$ cat src/rtl/probe_arb_pkg.sv
// probe_arb_pkg: shared FSM states, command classes, command byte map and class decoder
//   Used by probe_cmd_arbiter (state/class types, cmd_class()).
package probe_arb_pkg;
    typedef enum logic [2:0] {ST_IDLE, ST_SEND, ST_WACK, ST_PAYLOAD, ST_RESP} state_t;
    typedef enum logic [1:0] {CLS_SINGLE, CLS_READ, CLS_WRITE} cmd_cls_t;
    // Probe command byte groups: READ expects one response byte, WRITE carries one payload byte
    localparam logic [7:0] CMD_RD_A_LO = 8'h02, CMD_RD_A_HI = 8'h09;
    localparam logic [7:0] CMD_WR_A_LO = 8'h0A, CMD_WR_A_HI = 8'h0D;
    localparam logic [7:0] CMD_RD_B_LO = 8'h0E, CMD_RD_B_HI = 8'h11;
    localparam logic [7:0] CMD_WR_B_LO = 8'h12, CMD_WR_B_HI = 8'h15;
    localparam logic [7:0] CMD_RD_C = 8'h16, CMD_WR_C = 8'h17;
    localparam logic [7:0] CMD_RD_D = 8'h18, CMD_WR_D = 8'h19;
    function automatic cmd_cls_t cmd_class(input logic [7:0] b);
        return ((b >= CMD_RD_A_LO && b <= CMD_RD_A_HI) || (b >= CMD_RD_B_LO && b <= CMD_RD_B_HI) ||
                b == CMD_RD_C || b == CMD_RD_D) ? CLS_READ :
               ((b >= CMD_WR_A_LO && b <= CMD_WR_A_HI) || (b >= CMD_WR_B_LO && b <= CMD_WR_B_HI) ||
                b == CMD_WR_C || b == CMD_WR_D) ? CLS_WRITE : CLS_SINGLE;
    endfunction
endpackage

$ cat src/rtl/probe_cmd_arbiter_if.sv
// probe_cmd_arbiter_if: byte streams around the probe command arbiter
//   s0/s1: command streams from requesters, m0/m1: response streams to requesters,
//   p_rx: bytes into the probe, p_tx: response bytes from the probe.
//   master: arbiter side, slave: requesters + probe side.
interface probe_cmd_arbiter_if;
    logic       s0_valid, s0_ready, s1_valid, s1_ready;
    logic [7:0] s0_data, s1_data;
    logic       m0_valid, m0_ready, m1_valid, m1_ready;
    logic [7:0] m0_data, m1_data;
    logic       p_rx_valid, p_rx_ready, p_tx_valid, p_tx_ready;
    logic [7:0] p_rx_data, p_tx_data;
    modport master (
        input  s0_valid, s0_data, s1_valid, s1_data, m0_ready, m1_ready, p_rx_ready, p_tx_valid, p_tx_data,
        output s0_ready, s1_ready, m0_valid, m0_data, m1_valid, m1_data, p_rx_valid, p_rx_data, p_tx_ready
    );
    modport slave (
        output s0_valid, s0_data, s1_valid, s1_data, m0_ready, m1_ready, p_rx_ready, p_tx_valid, p_tx_data,
        input  s0_ready, s1_ready, m0_valid, m0_data, m1_valid, m1_data, p_rx_valid, p_rx_data, p_tx_ready
    );
endinterface

$ cat src/rtl/probe_rr_arb2.sv
// probe_rr_arb2: two-way round-robin arbiter
//   clk, m_aresetn (async, active-low); i_req: request per requester; i_en: arbitration allowed;
//   o_gnt: one-hot winner this cycle (0 when disabled or no request).
module probe_rr_arb2 (
    input  logic       clk,
    input  logic       m_aresetn,
    input  logic [1:0] i_req,
    input  logic       i_en,
    output logic [1:0] o_gnt
);
    // requester favoured on contention; flips to the other one after every grant
    logic r_ptr;
    assign o_gnt = !i_en ? 2'b00 : i_req == 2'b11 ? (r_ptr ? 2'b10 : 2'b01) : i_req;
    always_ff @(posedge clk or negedge m_aresetn) begin
        if (!m_aresetn) r_ptr <= 1'b0;
        else if (|o_gnt) r_ptr <= o_gnt[0];
    end
endmodule

$ cat src/rtl/probe_cmd_arbiter.sv
// probe_cmd_arbiter: shares one probe command port between two requesters, one command at a time
//   clk, m_aresetn (async, active-low); bus: s0/s1 command in, m0/m1 response out, p_rx/p_tx probe side;
//   grant: one-hot owner, 0 when idle.
//   Optional (PROBE_ARB_STATS_EN): cnt0/cnt1 count completed commands per requester, wrapping at 2^CNT_W.
module probe_cmd_arbiter
    import probe_arb_pkg::*;
#(
    parameter int CNT_W = 16
) (
    input  logic                       clk,
    input  logic                       m_aresetn,
    probe_cmd_arbiter_if.master        bus,
    output logic [1:0]                 grant
`ifdef PROBE_ARB_STATS_EN
    ,
    output logic [CNT_W-1:0]           cnt0,
    output logic [CNT_W-1:0]           cnt1
`endif
);
    state_t     r_state, w_next;
    cmd_cls_t   r_cls;
    logic [1:0] r_grant, w_win;
    logic [7:0] r_hold, w_sel_data;
    logic       r_is_pay, w_pay, w_done, w_resp, w_pay_st;

    if (CNT_W < 1) begin : g_bad_cnt_w
        $error("CNT_W must be at least 1");
    end

    // arbitration only in IDLE and never while reset is held, so no ready leaks during reset
    probe_rr_arb2 u_arb (
        .clk    (clk),
        .m_aresetn(m_aresetn),
        .i_req  ({bus.s1_valid, bus.s0_valid}),
        .i_en   (m_aresetn && r_state == ST_IDLE),
        .o_gnt  (w_win)
    );

    assign w_pay_st   = r_state == ST_PAYLOAD;
    assign w_pay      = w_pay_st && |(r_grant & {bus.s1_valid, bus.s0_valid});
    assign w_sel_data = (w_win[0] || (w_pay_st && r_grant[0])) ? bus.s0_data : bus.s1_data;
    assign w_resp     = r_state == ST_RESP;
    assign w_done     = r_state != ST_IDLE && w_next == ST_IDLE;

    assign bus.s0_ready   = w_win[0] || (w_pay_st && r_grant[0]);
    assign bus.s1_ready   = w_win[1] || (w_pay_st && r_grant[1]);
    assign bus.p_rx_valid = r_state == ST_SEND;
    assign bus.p_rx_data  = r_hold;
    assign bus.m0_valid   = w_resp && r_grant[0] && bus.p_tx_valid;
    assign bus.m1_valid   = w_resp && r_grant[1] && bus.p_tx_valid;
    assign bus.m0_data    = (w_resp && r_grant[0]) ? bus.p_tx_data : 8'h00;
    assign bus.m1_data    = (w_resp && r_grant[1]) ? bus.p_tx_data : 8'h00;
    assign bus.p_tx_ready = w_resp && (r_grant[0] ? bus.m0_ready : bus.m1_ready);
    assign grant          = r_grant;

    always_comb begin
        w_next = r_state;
        case (r_state)
            ST_IDLE:    w_next = |w_win ? ST_SEND : ST_IDLE;
            ST_SEND:    w_next = ST_WACK;
            // a payload byte always finishes the command; otherwise the command class decides
            ST_WACK:    w_next = !bus.p_rx_ready ? ST_WACK :
                                 (r_is_pay || r_cls == CLS_SINGLE) ? ST_IDLE :
                                 r_cls == CLS_WRITE ? ST_PAYLOAD : ST_RESP;
            ST_PAYLOAD: w_next = w_pay ? ST_SEND : ST_PAYLOAD;
            ST_RESP:    w_next = (bus.p_tx_valid && bus.p_tx_ready) ? ST_IDLE : ST_RESP;
            default:    w_next = ST_IDLE;
        endcase
    end

    always_ff @(posedge clk or negedge m_aresetn) begin
        if (!m_aresetn) begin
            r_state  <= ST_IDLE;
            r_grant  <= 2'b00;
            r_cls    <= CLS_SINGLE;
            r_hold   <= 8'h00;
            r_is_pay <= 1'b0;
        end else begin
            r_state  <= w_next;
            r_grant  <= |w_win ? w_win : w_done ? 2'b00 : r_grant;
            r_cls    <= |w_win ? cmd_class(w_sel_data) : r_cls;
            r_is_pay <= |w_win ? 1'b0 : w_pay ? 1'b1 : r_is_pay;
            r_hold   <= (|w_win || w_pay) ? w_sel_data : r_hold;
        end
    end

`ifdef PROBE_ARB_STATS_EN
    logic [CNT_W-1:0] r_cnt0, r_cnt1;
    always_ff @(posedge clk or negedge m_aresetn) begin
        if (!m_aresetn) begin
            r_cnt0 <= '0;
            r_cnt1 <= '0;
        end else begin
            r_cnt0 <= r_cnt0 + CNT_W'(w_done && r_grant[0]);
            r_cnt1 <= r_cnt1 + CNT_W'(w_done && r_grant[1]);
        end
    end
    assign cnt0 = r_cnt0;
    assign cnt1 = r_cnt1;
`endif
endmodule
$ cat src/flat_wrapper.sv
// flat-port wrapper written by rule: the top's interface ports become plain ports
module probe_cmd_arbiter_flat import probe_arb_pkg::*;
#(
    parameter int CNT_W = 16
)
  (clk, m_aresetn, grant, bus_s0_valid, bus_s0_data, bus_s1_valid, bus_s1_data, bus_m0_ready, bus_m1_ready, bus_p_rx_ready, bus_p_tx_valid, bus_p_tx_data, bus_s0_ready, bus_s1_ready, bus_m0_valid, bus_m0_data, bus_m1_valid, bus_m1_data, bus_p_rx_valid, bus_p_rx_data, bus_p_tx_ready);
  probe_cmd_arbiter_if bus_i ();
  input  logic clk;
  input  logic m_aresetn;
  output logic [1:0] grant;
  input wire logic [$bits(bus_i.s0_valid)-1:0] bus_s0_valid;
  input wire logic [$bits(bus_i.s0_data)-1:0] bus_s0_data;
  input wire logic [$bits(bus_i.s1_valid)-1:0] bus_s1_valid;
  input wire logic [$bits(bus_i.s1_data)-1:0] bus_s1_data;
  input wire logic [$bits(bus_i.m0_ready)-1:0] bus_m0_ready;
  input wire logic [$bits(bus_i.m1_ready)-1:0] bus_m1_ready;
  input wire logic [$bits(bus_i.p_rx_ready)-1:0] bus_p_rx_ready;
  input wire logic [$bits(bus_i.p_tx_valid)-1:0] bus_p_tx_valid;
  input wire logic [$bits(bus_i.p_tx_data)-1:0] bus_p_tx_data;
  output wire logic [$bits(bus_i.s0_ready)-1:0] bus_s0_ready;
  output wire logic [$bits(bus_i.s1_ready)-1:0] bus_s1_ready;
  output wire logic [$bits(bus_i.m0_valid)-1:0] bus_m0_valid;
  output wire logic [$bits(bus_i.m0_data)-1:0] bus_m0_data;
  output wire logic [$bits(bus_i.m1_valid)-1:0] bus_m1_valid;
  output wire logic [$bits(bus_i.m1_data)-1:0] bus_m1_data;
  output wire logic [$bits(bus_i.p_rx_valid)-1:0] bus_p_rx_valid;
  output wire logic [$bits(bus_i.p_rx_data)-1:0] bus_p_rx_data;
  output wire logic [$bits(bus_i.p_tx_ready)-1:0] bus_p_tx_ready;
  assign bus_i.s0_valid = bus_s0_valid;
  assign bus_i.s0_data = bus_s0_data;
  assign bus_i.s1_valid = bus_s1_valid;
  assign bus_i.s1_data = bus_s1_data;
  assign bus_i.m0_ready = bus_m0_ready;
  assign bus_i.m1_ready = bus_m1_ready;
  assign bus_i.p_rx_ready = bus_p_rx_ready;
  assign bus_i.p_tx_valid = bus_p_tx_valid;
  assign bus_i.p_tx_data = bus_p_tx_data;
  assign bus_s0_ready = bus_i.s0_ready;
  assign bus_s1_ready = bus_i.s1_ready;
  assign bus_m0_valid = bus_i.m0_valid;
  assign bus_m0_data = bus_i.m0_data;
  assign bus_m1_valid = bus_i.m1_valid;
  assign bus_m1_data = bus_i.m1_data;
  assign bus_p_rx_valid = bus_i.p_rx_valid;
  assign bus_p_rx_data = bus_i.p_rx_data;
  assign bus_p_tx_ready = bus_i.p_tx_ready;
  probe_cmd_arbiter #(.CNT_W(CNT_W)) u_core (.clk(clk), .m_aresetn(m_aresetn), .bus(bus_i), .grant(grant));
endmodule
$ cat config.mk
export PLATFORM = sky130hd
export DESIGN_NAME = probe_cmd_arbiter_flat
export DESIGN_NICKNAME = d
export VERILOG_FILES = /design/src/rtl/probe_arb_pkg.sv /design/src/rtl/probe_cmd_arbiter_if.sv /design/src/rtl/probe_rr_arb2.sv /design/src/rtl/probe_cmd_arbiter.sv /design/src/flat_wrapper.sv
export SDC_FILE = /design/constraint.sdc
export NUM_CORES = 1
export LEC_CHECK = 0
export ABC_AREA = 1
export CAP_MARGIN = 10
export CORE_UTILIZATION = 37
export CTS_BUF_LIST = sky130_fd_sc_hd__clkbuf_8
export CTS_CLUSTER_SIZE = 8
export DETAILED_ROUTE_END_ITERATION = 8
export DONT_BUFFER_PORTS = 1
export PLACE_DENSITY = 0.59
export SETUP_SLACK_MARGIN = 0.2
export SLEW_MARGIN = 30
export SYNTH_ARGS = -nofsm -noshare
export SYNTH_HDL_FRONTEND = slang
export SYNTH_SLANG_ARGS = --single-unit
$ cat constraint.sdc
create_clock -name clk -period 1.6 [get_ports clk]
set_input_delay 0.08 -clock clk [delete_from_list [all_inputs] [get_ports clk]]
set_output_delay 0.08 -clock clk [all_outputs]
set_load 0.02 [all_outputs]
; ---- Word level (Yosys, flattened, before mapping)
; Cells that the tools add are included.
[op_classes]
n_eq_ne = 10
reduce_logical = 33
div = 0
muxes = 20
order_cmp = 8
shift = 0
add_sub_neg = 0
bitwise_logic = 1
mul = 0
[op_table]
columns = op, n
row1 = equality test 8 x 5 -> 1 bit (second input constant), 4
row2 = 2-to-1 mux 8 bit, 3
row3 = greater-or-equal comparator 8 x 4 -> 1 bit (second input constant), 2
row4 = <= comparator 8 x 4 -> 1 bit (second input constant), 2
row5 = <= comparator 8 x 5 -> 1 bit (second input constant), 2
row6 = 2-to-1 mux 2 bit, 8
row7 = logical AND 1 bit, 15
row8 = one-hot mux 3 bit (5 select lines), 1
row9 = 2-to-1 mux 3 bit, 4
row10 = logical OR 1 bit, 10
row11 = greater-or-equal comparator 8 x 2 -> 1 bit (second input constant), 1
row12 = greater-or-equal comparator 8 x 5 -> 1 bit (second input constant), 1
row13 = equality test 3 x 2 -> 1 bit (second input constant), 2
row14 = zero test 3 bit, 2
row15 = equality test 2 bit (second input constant), 2
row16 = 2-to-1 mux 1 bit, 4
row17 = nonzero test 2 bit, 2
row18 = OR reduction 2 bit, 2
row19 = equality test 3 x 1 -> 1 bit (second input constant), 1
row20 = equality test 3 bit (second input constant), 1
row21 = nonzero test 3 bit, 1
row22 = bitwise AND 2 bit, 1
row23 = zero test 2 bit, 1
[totals]
ram_bits = 0
inputBits = 32
out_inout_bits = 32
word_cells = 78
latch_bits = 0
mem_bits_ro = 0
regBits = 17
memories = 0

; ---- Longest topological paths before layout
; Gate-level depths: netlist (run 1).
[depth]
depth_word = 12
mapped_depth = 16
mapped_depth_nobuf = 15

; ---- Hierarchy
; A second synthesis (run 1) with hierarchy kept.
[unflattened]
cells_unflattened = 195
area_unflattened_um2 = 1233.7
[by_module_without_submodules]
columns = module, seq_area_each_um2, instances, cells_each, area_each_um2
row1 = probe_cmd_arbiter, 400.4, 1, 184, 1169.9
row2 = probe_rr_arb2, 25.0, 1, 11, 63.8

; ---- Worst setup path after synthesis (run 1)
; OpenSTA, ideal clock, no wires.
[synth_path]
path_kind = flip-flop to flip-flop
from = register u_core.r_state[2]
to = register u_core.r_cls[0]
synth_period_minus_slack_ps = 1572
arrival_time_ps = 1507
setup_time_ps = 65
stages_incl_launch_ff = 15
setup_slack_ps = 28
t_required_ps = 1535
path_buffers = 1
path_cell_list = dfrtp_1 inv_2 nand3_2 inv_4 nand2_8 nand2_4 buf_12 nand2_1 o21ai_2 nand2_1 nor2_2 nand3_1 nand2_1 nand2_1 nand2_1
[synth_between]
elab_chain_len = 11
elab_cells_between_ends = 20
classes_between = 4 x order compare / 3 x eq/ne / 3 x mux / 10 x reduce/logical
[synth_lines]
columns = item, line_no
row1 = from (decl), probe_cmd_arbiter.sv:20  ; state_t r_state, w_next;
row2 = from (signal assigned), probe_cmd_arbiter.sv:79  ; r_state <= w_next;
row3 = zero test 3 bit, probe_cmd_arbiter.sv:35  ; .i_en (m_aresetn && r_state == ST_IDLE),
row4 = logical AND 1 bit, probe_cmd_arbiter.sv:35
row5 = 2-to-1 mux 2 bit, probe_rr_arb2.sv:13  ; assign o_gnt = !i_en ? 2'b00 : i_req == 2'b11 ? (r_ptr ? 2'b10 : 2'b01) : i_req;
row6 = logical OR 1 bit *, --
row7 = net bus_s0_ready, flat_wrapper.sv:20  ; output wire logic [$bits(bus_i.s0_ready)-1:0] bus_s0_ready;
row8 = 2-to-1 mux 8 bit *, probe_cmd_arbiter.sv:41  ; assign w_sel_data = (w_win[0] || (w_pay_st && r_grant[0])) ? bus.s0_data : bus.s1_data;
row9 = "greater-or-equal comparator 8 x 2 -> 1 bit, or another cell as far along", probe_arb_pkg.sv:14  ; return ((b >= CMD_RD_A_LO && b <= CMD_RD_A_HI) || (b >= CMD_RD_B_LO && b <= CMD_RD_B_HI) ||
row10 = logical AND 1 bit, probe_arb_pkg.sv:14
row11 = logical OR 1 bit (2 in series), probe_arb_pkg.sv:14
row12 = logical OR 1 bit *, probe_arb_pkg.sv:15  ; b == CMD_RD_C || b == CMD_RD_D) ? CLS_READ :
row13 = 2-to-1 mux 2 bit *, probe_arb_pkg.sv:15
row14 = to (signal assigned), probe_cmd_arbiter.sv:81  ; r_cls <= |w_win ? cmd_class(w_sel_data) : r_cls;
row15 = to (decl), probe_cmd_arbiter.sv:21  ; cmd_cls_t r_cls;
; The timed path passes the listed nets; every way through them passes the cells marked *.
; A chain may end at the register's enable or synchronous reset.

; ---- Worst setup path after layout (run 1)
[layout_path]
from = register u_core.r_state[1]
to = register u_core.r_cls[1]
[layout_between]
elab_chain_len = 12
elab_cells_between_ends = 32
classes_between = 8 x order compare / 5 x eq/ne / 4 x mux / 15 x reduce/logical
[layout_lines]
columns = item, line_no
row1 = zero test 3 bit, probe_cmd_arbiter.sv:35
row2 = logical AND 1 bit, probe_cmd_arbiter.sv:35
row3 = 2-to-1 mux 2 bit, probe_rr_arb2.sv:13
row4 = logical OR 1 bit, probe_cmd_arbiter.sv:41
row5 = 2-to-1 mux 8 bit, probe_cmd_arbiter.sv:41
row6 = "greater-or-equal comparator 8 x 4 -> 1 bit, or another cell as far along", probe_arb_pkg.sv:16  ; ((b >= CMD_WR_A_LO && b <= CMD_WR_A_HI) || (b >= CMD_WR_B_LO && b <= CMD_WR_B_HI) ||
row7 = logical AND 1 bit, probe_arb_pkg.sv:16
row8 = logical OR 1 bit (2 in series), probe_arb_pkg.sv:16
row9 = logical OR 1 bit, probe_arb_pkg.sv:17  ; b == CMD_WR_C || b == CMD_WR_D) ? CLS_WRITE : CLS_SINGLE;
row10 = 2-to-1 mux 2 bit, probe_arb_pkg.sv:17
row11 = 2-to-1 mux 2 bit, probe_arb_pkg.sv:15
; Several ways; a longest one is shown, not always the timed one.

==> results of run 1 <==
## critical path, stage by stage, from the launching register on
cell and delay (ps):
sky130_fd_sc_hd__dfrtp_1 410, sky130_fd_sc_hd__inv_2 90, sky130_fd_sc_hd__nand2_4 60, sky130_fd_sc_hd__nor2_4 140, sky130_fd_sc_hd__nand3_4 140, sky130_fd_sc_hd__buf_6 160
sky130_fd_sc_hd__nand3b_1 130, sky130_fd_sc_hd__nand2_4 100, sky130_fd_sc_hd__inv_2 70, sky130_fd_sc_hd__nand3_1 80, sky130_fd_sc_hd__nand2_2 80, sky130_fd_sc_hd__nand3b_1 80
sky130_fd_sc_hd__nand2_1 70, sky130_fd_sc_hd__nand2_1 50, sky130_fd_sc_hd__nand2_1 50
## registers in the layout, indices dropped and copies added (netlist names)
name                  count
u_core.bus.p_rx_data      8
u_core.r_cls              2
u_core.u_arb.r_ptr        1
u_core.r_state            3
u_core.grant              2
u_core.r_is_pay           1
## cells by family (layout without fill, tap and decap cells)
family	count (synthesis)	count (layout)
and+or+nand+nor	104	107
AOI/OAI and AO/OA	25	25
DFF	17	17
buffers and inverters	35	98
muxes	1	1
## through the flow
step | instances | setup TNS, ps | hold slack [ps] | util [%]
3_5_place_dp | 261 | -343 | -215 | 50.2
6_report | 292 | -1230 | -5.02 | 74.6
2_1_floorplan | 182 | 0 | -216 | -
3_3_place_gp | 261 | -234 | -215 | 50.2
4_1_cts | 287 | -225 | 4.93 | 65.6
5_1_grt | 292 | -2630 | 8.47 | 74.6
## worst max-delay path by stage
stage                     depth (start not counted)               to              start
final                                            14  u_core.r_cls[1]  u_core.r_state[1]
after detailed placement                         15  u_core.r_cls[0]  u_core.r_state[1]
after global routing                             14  u_core.r_cls[1]  u_core.r_state[0]
after global placement                            7  u_core.grant[1]    u_core.grant[0]
after floorplan                                  14  u_core.r_cls[0]  u_core.r_state[2]
after CTS                                        14  u_core.r_cls[1]  u_core.r_state[0]
## cells in the mapped netlist, types with 2 or more instances
| cell | n | area [µm²] |
|---|---|---|
| sky130_fd_sc_hd__nand2_1 | 42 | 158 |
| sky130_fd_sc_hd__nor2_1 | 25 | 93.8 |
| sky130_fd_sc_hd__inv_1 | 24 | 90.1 |
| sky130_fd_sc_hd__dfrtp_1 | 17 | 425 |
| sky130_fd_sc_hd__nand3_1 | 13 | 65.1 |
| sky130_fd_sc_hd__nand2_2 | 11 | 68.8 |
| sky130_fd_sc_hd__o21ai_1 | 8 | 40.0 |
| sky130_fd_sc_hd__inv_2 | 7 | 26.3 |
| sky130_fd_sc_hd__o21ai_0 | 7 | 35.0 |
| sky130_fd_sc_hd__a21oi_1 | 4 | 20.0 |
| sky130_fd_sc_hd__nand2_4 | 2 | 22.5 |
| sky130_fd_sc_hd__nand3_2 | 2 | 20.0 |
| sky130_fd_sc_hd__nand3b_1 | 2 | 15.0 |
| sky130_fd_sc_hd__nor2_2 | 2 | 12.5 |
| sky130_fd_sc_hd__nor3_1 | 2 | 10.0 |
## cell type report
class / count / area, µm² / area share [%]
clock buffers: 3 / 41.3 / 1.78
clock inverters: 1 / 5.00 / 0.216
inverters: 32 / 138 / 5.94
multi-input cells: 133 / 1060 / 46.0
flip-flops and latches: 17 / 428 / 18.5
well taps: 44 / 55.1 / 2.38
repair buffers: 61 / 578 / 25.0
repair inverters: 1 / 6.26 / 0.270
## per-layer routing
layer,vias up,track usage (%),part of all wire [%]
met5,-,0,0
met4,0,9.30,1.5
met3,9,2.38,5.2
li1,708,-,-
met2,71,48.9,56
met1,712,23.9,37
## power groups by stage
stage                     clock network (mW)  logic, mW  registers, mW
after global placement                     0       1.09          0.879
final                                  0.333       1.99          0.908
after floorplan                            0      0.745          0.882
after detailed placement                   0       1.12          0.890
after global routing                   0.356       2.12          0.924
after CTS                              0.329       1.69          0.894
## repair_timing
action | in CTS | in global routing
endpoints found under the hold margin | 17 | 0
buffers inserted | 16 | 5
gates cloned | 5 | 0
hold buffers | 1 | 0
pin swaps | 10 | 11
setup endpoints to repair | 32 | 37
gates resized for setup | 72 | 56
==> qor.log, run 1 <==
INFO  hold_path      timing.hold.worst.class=input pin to flip-flop
INFO  pwr            peakVddDrop=718µV
INFO  cts            clk-insertion-delay-late=260ps
INFO  floorplan      start_util=39.9%
INFO  global_routing overflow=0
INFO  yosys          synth-seq-cells=17
INFO  sta            finalCritPeriodShare=110%
INFO  detailed_routing drt_iter0_drc=45
INFO  floorplan      placeableCoreArea=3100µm²
INFO  yosys          synth.net_count=214
INFO  layout         antenna_cells_inserted=0
INFO  hold_path      hold_end=u_core.bus.p_rx_data[7]
INFO  yosys          async_flop_share=100%
INFO  setup_path     regToRegEndpoint=u_core.r_cls[1]
INFO  floorplan      fp.dieW=59.8µm
INFO  sta            clock_period_minus_final_worst_setup_slack=1770ps
INFO  cts            tritoncts=yes
INFO  yosys          synth_cells=182
INFO  yosys          syn-cell-area=1240µm²
INFO  detailed_routing wl=4540µm
INFO  pwr            combinationalPowerShare=61.6%
INFO  floorplan      chipHeight=59.8µm
INFO  setup_path     start_kind=flip-flop
INFO  layout         num-nets-final=281
INFO  layout         mostFrequentLayoutCells=34 x sky130_fd_sc_hd__buf_4, 30 x sky130_fd_sc_hd__nand2_1, 22 x sky130_fd_sc_hd__nor2_4, 22 x sky130_fd_sc_hd__inv_1, 22 x sky130_fd_sc_hd__buf_6
INFO  hold_path      worstHoldPathCells=2
INFO  sta            hold_viol_final=1
INFO  layout         layout.filler_cells=222
INFO  sta            setup_viol_count_final=25
INFO  sta            clock_skew=2.30ps
INFO  detailed_routing detailroute.via_count=1500
INFO  global_routing grt_pass1_wl=6240µm
INFO  yosys          share_of_synthesized_area_occupied_by_flip_flops_and_latches=34.4%
INFO  cts            numCtsBuffers=3
INFO  setup_path     critPathArrivalTime=1970ps
INFO  detailed_routing drt.antenna.violating_nets=0
INFO  layout         post_route_cells_drive_above_1_share=59.3%
INFO  sta            report.final.slew_viol_count=0
INFO  run_status     violations=negative hold slack, negative setup slack
INFO  setup_path     flop_to_flop_setup_slack=-170ps
INFO  setup_path     rr_worst_depth=14
INFO  pwr            p_int=1.68mW
INFO  setup_path     critical_path.max_fanout=7
INFO  global_routing grt_max_degree=18
INFO  sta            hold-worst-slack=-5.02ps
INFO  placed_design  dpl-instance-area=1560µm²
INFO  yosys          synth_ff_type=sky130_fd_sc_hd__dfrtp_1
INFO  cts            cts-root-to-sink-buffers=2
INFO  yosys          number_of_enable_type_register_cells_in_the_synthesized_netlist=0
INFO  layout         synthToLayoutAreaGrowth=87.2%
INFO  placed_design  gp_routability_congestion=0.854
INFO  pwr            leakage_dissipation=1.09nW
INFO  setup_path     rr_startpoint=u_core.r_state[1]
INFO  setup_path     endpoint_kind=flip-flop
INFO  setup_path     critical_path_start_end_classification=flip-flop to flip-flop
INFO  floorplan      num_io_pins=64
INFO  yosys          netlist-cell-type-count=29
INFO  global_routing via_count_of_the_first_global_routing_pass=1461
INFO  pwr            power.density=1390nW/µm²
INFO  yosys          combinational_family_with_the_most_area_after_synthesis=simple AND/OR/NAND/NOR gates
INFO  detailed_routing route.detailed.wl_per_inst=15.5µm
INFO  cts            cts_max_level=1
INFO  yosys          synth_area_per_cell=6.80µm²
INFO  pwr            p_clk_share=10.3%
INFO  layout         layout_commonest_cell=sky130_fd_sc_hd__buf_4
INFO  yosys          synth_fa_ha_area_share=0%
INFO  setup_path     critical_path_required=1800ps
INFO  detailed_routing detailedRoute.firstPassIterationCount=4
INFO  sta            fmax=566MHz
INFO  yosys          complex_gate_fraction_of_the_synthesized_area=11.3%
INFO  cts            cts_num_sinks=17
INFO  run            max-cap-violations=0
INFO  cts            cts_root_buffer=sky130_fd_sc_hd__clkbuf_8
INFO  yosys          synth_xor_xnor_area_share=0%
INFO  sta            maxSlewHeadroom=46.8%
INFO  detailed_routing drcViolationCount=0
INFO  pwr            p_sw_share=48.0%
INFO  pwr            net_switching=1.55mW
INFO  global_routing initial_antenna_violation_count=0
INFO  yosys          synth.mux.area_fraction=0.809%
INFO  detailed_routing via_per_inst=5.14
INFO  placed_design  hpwl=2550µm
INFO  sta            setup_repair_after_global_routing_missed_its_margin=yes
INFO  placed_design  pre_cts_slack=-150ps
INFO  layout         final_design_area_no_fill=2320µm²
INFO  placed_design  portBuffers=0
INFO  pwr            sequentialPowerShare=28.1%
INFO  sta            max_slew.worst_pin.slew=795ps
INFO  sta            post-route-worst-setup-slack=-168ps
INFO  yosys          yosys.area_share.simple=40.6%
INFO  floorplan      num_rows=20
INFO  global_routing grt_usage=23.8%
INFO  pwr            p_total=3.23mW
INFO  floorplan      floorplan.die_area=3580µm²
INFO  run_status     outcome=finished, violations left
INFO  yosys          yosys_warnings=0
INFO  hold_path      launch_point_of_the_worst_hold_path=bus_s0_data[7]
INFO  cts            path_clk_slew=70ps
Power figures use the tool's default switching activity.
==> inputs of run 2 (changes only) <==
--- a/config.mk
+++ b/config.mk
@@ -5,7 +5,6 @@
 export SDC_FILE = /design/constraint.sdc
 export NUM_CORES = 1
 export LEC_CHECK = 0
-export ABC_AREA = 1
 export CAP_MARGIN = 10
 export CORE_UTILIZATION = 37
 export CTS_BUF_LIST = sky130_fd_sc_hd__clkbuf_8
==> run 2 against run 1 <==
Effect of this change:
- the run ends with negative setup slack left
- largest power group unchanged
- clock-buffer cell count unchanged
- sequential share of layout area up 3.5 points
- global-route usage down 1.4 points
- die area up 0.30%
- via count down 14%
- critical path depth down 8
- clock skew up 1.7 ps
==> qor.log, run 2 <==
INFO  detailed_routing detailedRoute.firstPassIterationCount=4
INFO  setup_path     critical_path.max_fanout=6
INFO  global_routing overflow=0
INFO  global_routing globalRoute.busiestLayer=met2
INFO  detailed_routing drt.antenna.violating_nets=0
INFO  yosys          yosys_warnings=0
INFO  setup_path     critical_path.startpoint=u_core.r_state[1]
INFO  floorplan      num_rows=20
INFO  placed_design  hpwl=2510µm
INFO  cts            numCtsBuffers=3
INFO  hold_path      hold_end=u_core.bus.p_rx_data[2]
INFO  sta            clock_period_minus_final_worst_setup_slack=1960ps
INFO  setup_path     critical_path_required=1790ps
INFO  sta            post-route-worst-setup-slack=-358ps
INFO  cts            cts-root-to-sink-buffers=2
INFO  setup_path     critical-path-slowest-cell=sky130_fd_sc_hd__dfrtp_2
INFO  global_routing via_count_of_the_first_global_routing_pass=1274
INFO  sta            report.final.slew_viol_count=0
INFO  run_status     violations=negative setup slack
INFO  placed_design  gp_routability_congestion=0.852
INFO  run            max-cap-violations=0
INFO  yosys          synth_top_cells_by_count=19 x sky130_fd_sc_hd__and2_1, 18 x sky130_fd_sc_hd__nand2_1, 17 x sky130_fd_sc_hd__dfrtp_1
INFO  hold_path      worstHoldPathCells=2
INFO  floorplan      start_util=39.7%
INFO  yosys          yosys.cell_count.top_type=sky130_fd_sc_hd__and2_1
INFO  layout         largest_register_ff_count=8
INFO  setup_path     regToRegEndpoint=u_core.r_cls[0]
INFO  sta            finalCritPeriodShare=122%
INFO  layout         num-nets-final=216
INFO  layout         post_route_cells_drive_above_1_share=50.8%
INFO  cts            path_clk_slew=70ps
INFO  global_routing grt_max_degree=18
INFO  cts            cts_num_sinks=17
INFO  yosys          synth_area_per_cell=8.56µm²
INFO  detailed_routing drt_iter0_drc=26
INFO  layout         final_cell_count_no_fill=227
INFO  layout         mostFrequentLayoutCells=20 x sky130_fd_sc_hd__buf_6, 19 x sky130_fd_sc_hd__and2_4, 16 x sky130_fd_sc_hd__dfrtp_1
INFO  sta            setup_repair_after_global_routing_missed_its_margin=yes
INFO  global_routing initial_antenna_violation_count=0
INFO  layout         antenna_cells_inserted=0
INFO  layout         layout.filler_cells=245
INFO  yosys          synth_ff_type=sky130_fd_sc_hd__dfrtp_1
INFO  cts            cts_root_buffer=sky130_fd_sc_hd__clkbuf_8
INFO  setup_path     critical_path_start_end_classification=flip-flop to flip-flop
INFO  placed_design  cell_count_after_placement=198
INFO  setup_path     critPathArrivalTime=2150ps
INFO  yosys          number_of_enable_type_register_cells_in_the_synthesized_netlist=0
INFO  floorplan      placeableCoreArea=3130µm²
INFO  yosys          synth_top_cell_by_area=sky130_fd_sc_hd__dfrtp_1
INFO  hold_path      launch_point_of_the_worst_hold_path=bus_s0_data[2]
INFO  yosys          async_flop_share=100%
INFO  sta            clock_skew=3.97ps
INFO  cts            cts_max_level=1
INFO  global_routing global_route.usage.met3=3.03%
INFO  sta            max_slew.worst_pin.slew=809ps
INFO  layout         synthToLayoutAreaGrowth=56.3%
INFO  setup_path     flop_to_flop_setup_slack=-360ps
INFO  layout         final_design_area_no_fill=1940µm²
INFO  layout         layout_commonest_cell=sky130_fd_sc_hd__buf_6
INFO  detailed_routing drcViolationCount=0
INFO  setup_path     critical_path.n_buffers_inverters=1
INFO  global_routing grt_pass1_wl=5940µm
INFO  pwr            leakage_dissipation=0.889nW
INFO  pwr            power.density=1440nW/µm²
INFO  setup_path     rr_startpoint=u_core.r_state[1]
INFO  sta            fmax=511MHz
INFO  yosys          synth_top_area_share=34.3%
INFO  pwr            peakVddDrop=694µV
INFO  floorplan      fp.dieW=59.9µm
INFO  detailed_routing route.detailed.wl_per_inst=17.9µm
INFO  placed_design  dpl-instance-area=1390µm²
INFO  detailed_routing via_per_inst=5.71
INFO  yosys          netlist-cell-type-count=40
INFO  sta            maxSlewHeadroom=45.9%
INFO  setup_path     endpoint_kind=flip-flop
INFO  yosys          synth.top_cells.by_area=sky130_fd_sc_hd__dfrtp_1 34%, sky130_fd_sc_hd__and2_1 9.6%, sky130_fd_sc_hd__mux2i_1 7.3%
INFO  cts            tritoncts=yes
INFO  sta            hold_viol_final=0
INFO  detailed_routing wl=4060µm
INFO  floorplan      floorplan.die_area=3590µm²
INFO  sta            setup_viol_count_final=26
INFO  yosys          synth-seq-cells=17
INFO  global_routing grtUsageMet1=25.6%
INFO  yosys          share_of_synthesized_area_occupied_by_flip_flops_and_latches=34.3%
INFO  global_routing grt_usage=22.4%
INFO  yosys          syn-cell-area=1240µm²
INFO  cts            clk-insertion-delay-late=250ps
INFO  setup_path     cpPeakStageDelay=450ps
INFO  placed_design  portBuffers=0
INFO  floorplan      chipHeight=59.9µm
INFO  run_status     outcome=finished, violations left
INFO  yosys          synth.net_count=177
INFO  detailed_routing detailroute.via_count=1297
INFO  setup_path     timing.critical_path.cells=and3b_2, a32oi_4, inv_2, or4_4, a21oi_4, a32o_1
INFO  floorplan      num_io_pins=64
INFO  setup_path     rr_worst_depth=6
INFO  hold_path      timing.hold.worst.class=input pin to flip-flop
INFO  setup_path     crit_family=simple AND/OR/NAND/NOR gates
INFO  setup_path     start_kind=flip-flop
INFO  global_routing grtUsageMet2=42.1%
INFO  yosys          synth_cells=145
run 2: cell types whose count changed in the layout (fill, tap and decap cells not counted), moves of 8 or more:
cell / previous run / this run
sky130_fd_sc_hd__inv_1: 22 / 2
sky130_fd_sc_hd__nor2_4: 22 / 2
sky130_fd_sc_hd__and2_4: 0 / 19
sky130_fd_sc_hd__buf_4: 34 / 15
sky130_fd_sc_hd__nand2_1: 30 / 12
sky130_fd_sc_hd__nand2_2: 16 / 3
sky130_fd_sc_hd__mux2i_1: 1 / 9
run 2: layout make-up:
| cell class | count | area, µm² | area share, % |
|---|---|---|---|
| Clock buffer | 3 | 41.3 | 2.13 |
| Inverter | 3 | 11.3 | 0.581 |
| Clock inverter | 1 | 5.00 | 0.258 |
| Timing Repair Buffer | 40 | 413 | 21.3 |
| Sequential cell | 17 | 427 | 22.0 |
| Tap cell | 44 | 55.1 | 2.84 |
| Multi-Input combinational cell | 119 | 987 | 50.9 |
run 2: layer usage:
metal | up-vias | part of all wire, %
met1 | 629 | 40
li1 | 599 | -
met5 | - | 0
met3 | 6 | 5.6
met2 | 63 | 53
met4 | 0 | 1.3
run 2: how the worst max path moves through the flow:
stage,endpoint,slack (ps),cells past startpoint
floorplan,u_core.r_cls[0],-360,7
global placement,u_core.r_cls[0],-250,6
detailed placement,u_core.r_cls[0],-400,6
CTS,u_core.r_cls[0],-310,6
global route,u_core.r_cls[0],-420,6
finish,u_core.r_cls[0],-360,6
run 2: power by group:
part / leakage (nW) / switching (mW) / internal [mW] / total, mW
sequential: 0.215 / 0.302 / 0.609 / 0.911
clock: 0.0255 / 0.158 / 0.173 / 0.331
combinational: 0.649 / 0.710 / 0.839 / 1.55
run 2: kinds of logic after synthesis:
kind of cell,after synthesis,synth area share [%]
muxes,11,9.07
AOI/OAI and AO/OA,33,18.0
xor gates and xnor gates,3,2.12
buffers and inverters,11,4.64
DFF,17,34.3
and+or+nand+nor,70,31.9
run 2: metrics by stage:
| step | utilization [%] | power (mW) | setup TNS [ps] | setup WS (ps) | hold slack (ps) |
|---|---|---|---|---|---|
| after floorplan | - | 1.46 | -2470 | -363 | -216 |
| after global placement | 44.6 | 1.75 | -938 | -253 | -215 |
| after detailed placement | 44.6 | 1.78 | -1680 | -400 | -215 |
| after CTS | 57.2 | 2.55 | -2320 | -306 | 17.2 |
| after global routing | 62.0 | 2.94 | -5990 | -421 | 21.2 |
| final | 62.0 | 2.79 | -4330 | -358 | 16.8 |
run 2: timing repair:
action,in CTS,in global routing
pin swaps,30,9
setup endpoints to repair,35,38
hold buffers,3,0
buffers inserted,13,6
gates resized for setup,76,31
endpoints found under the hold margin,20,0
gates cloned,3,0
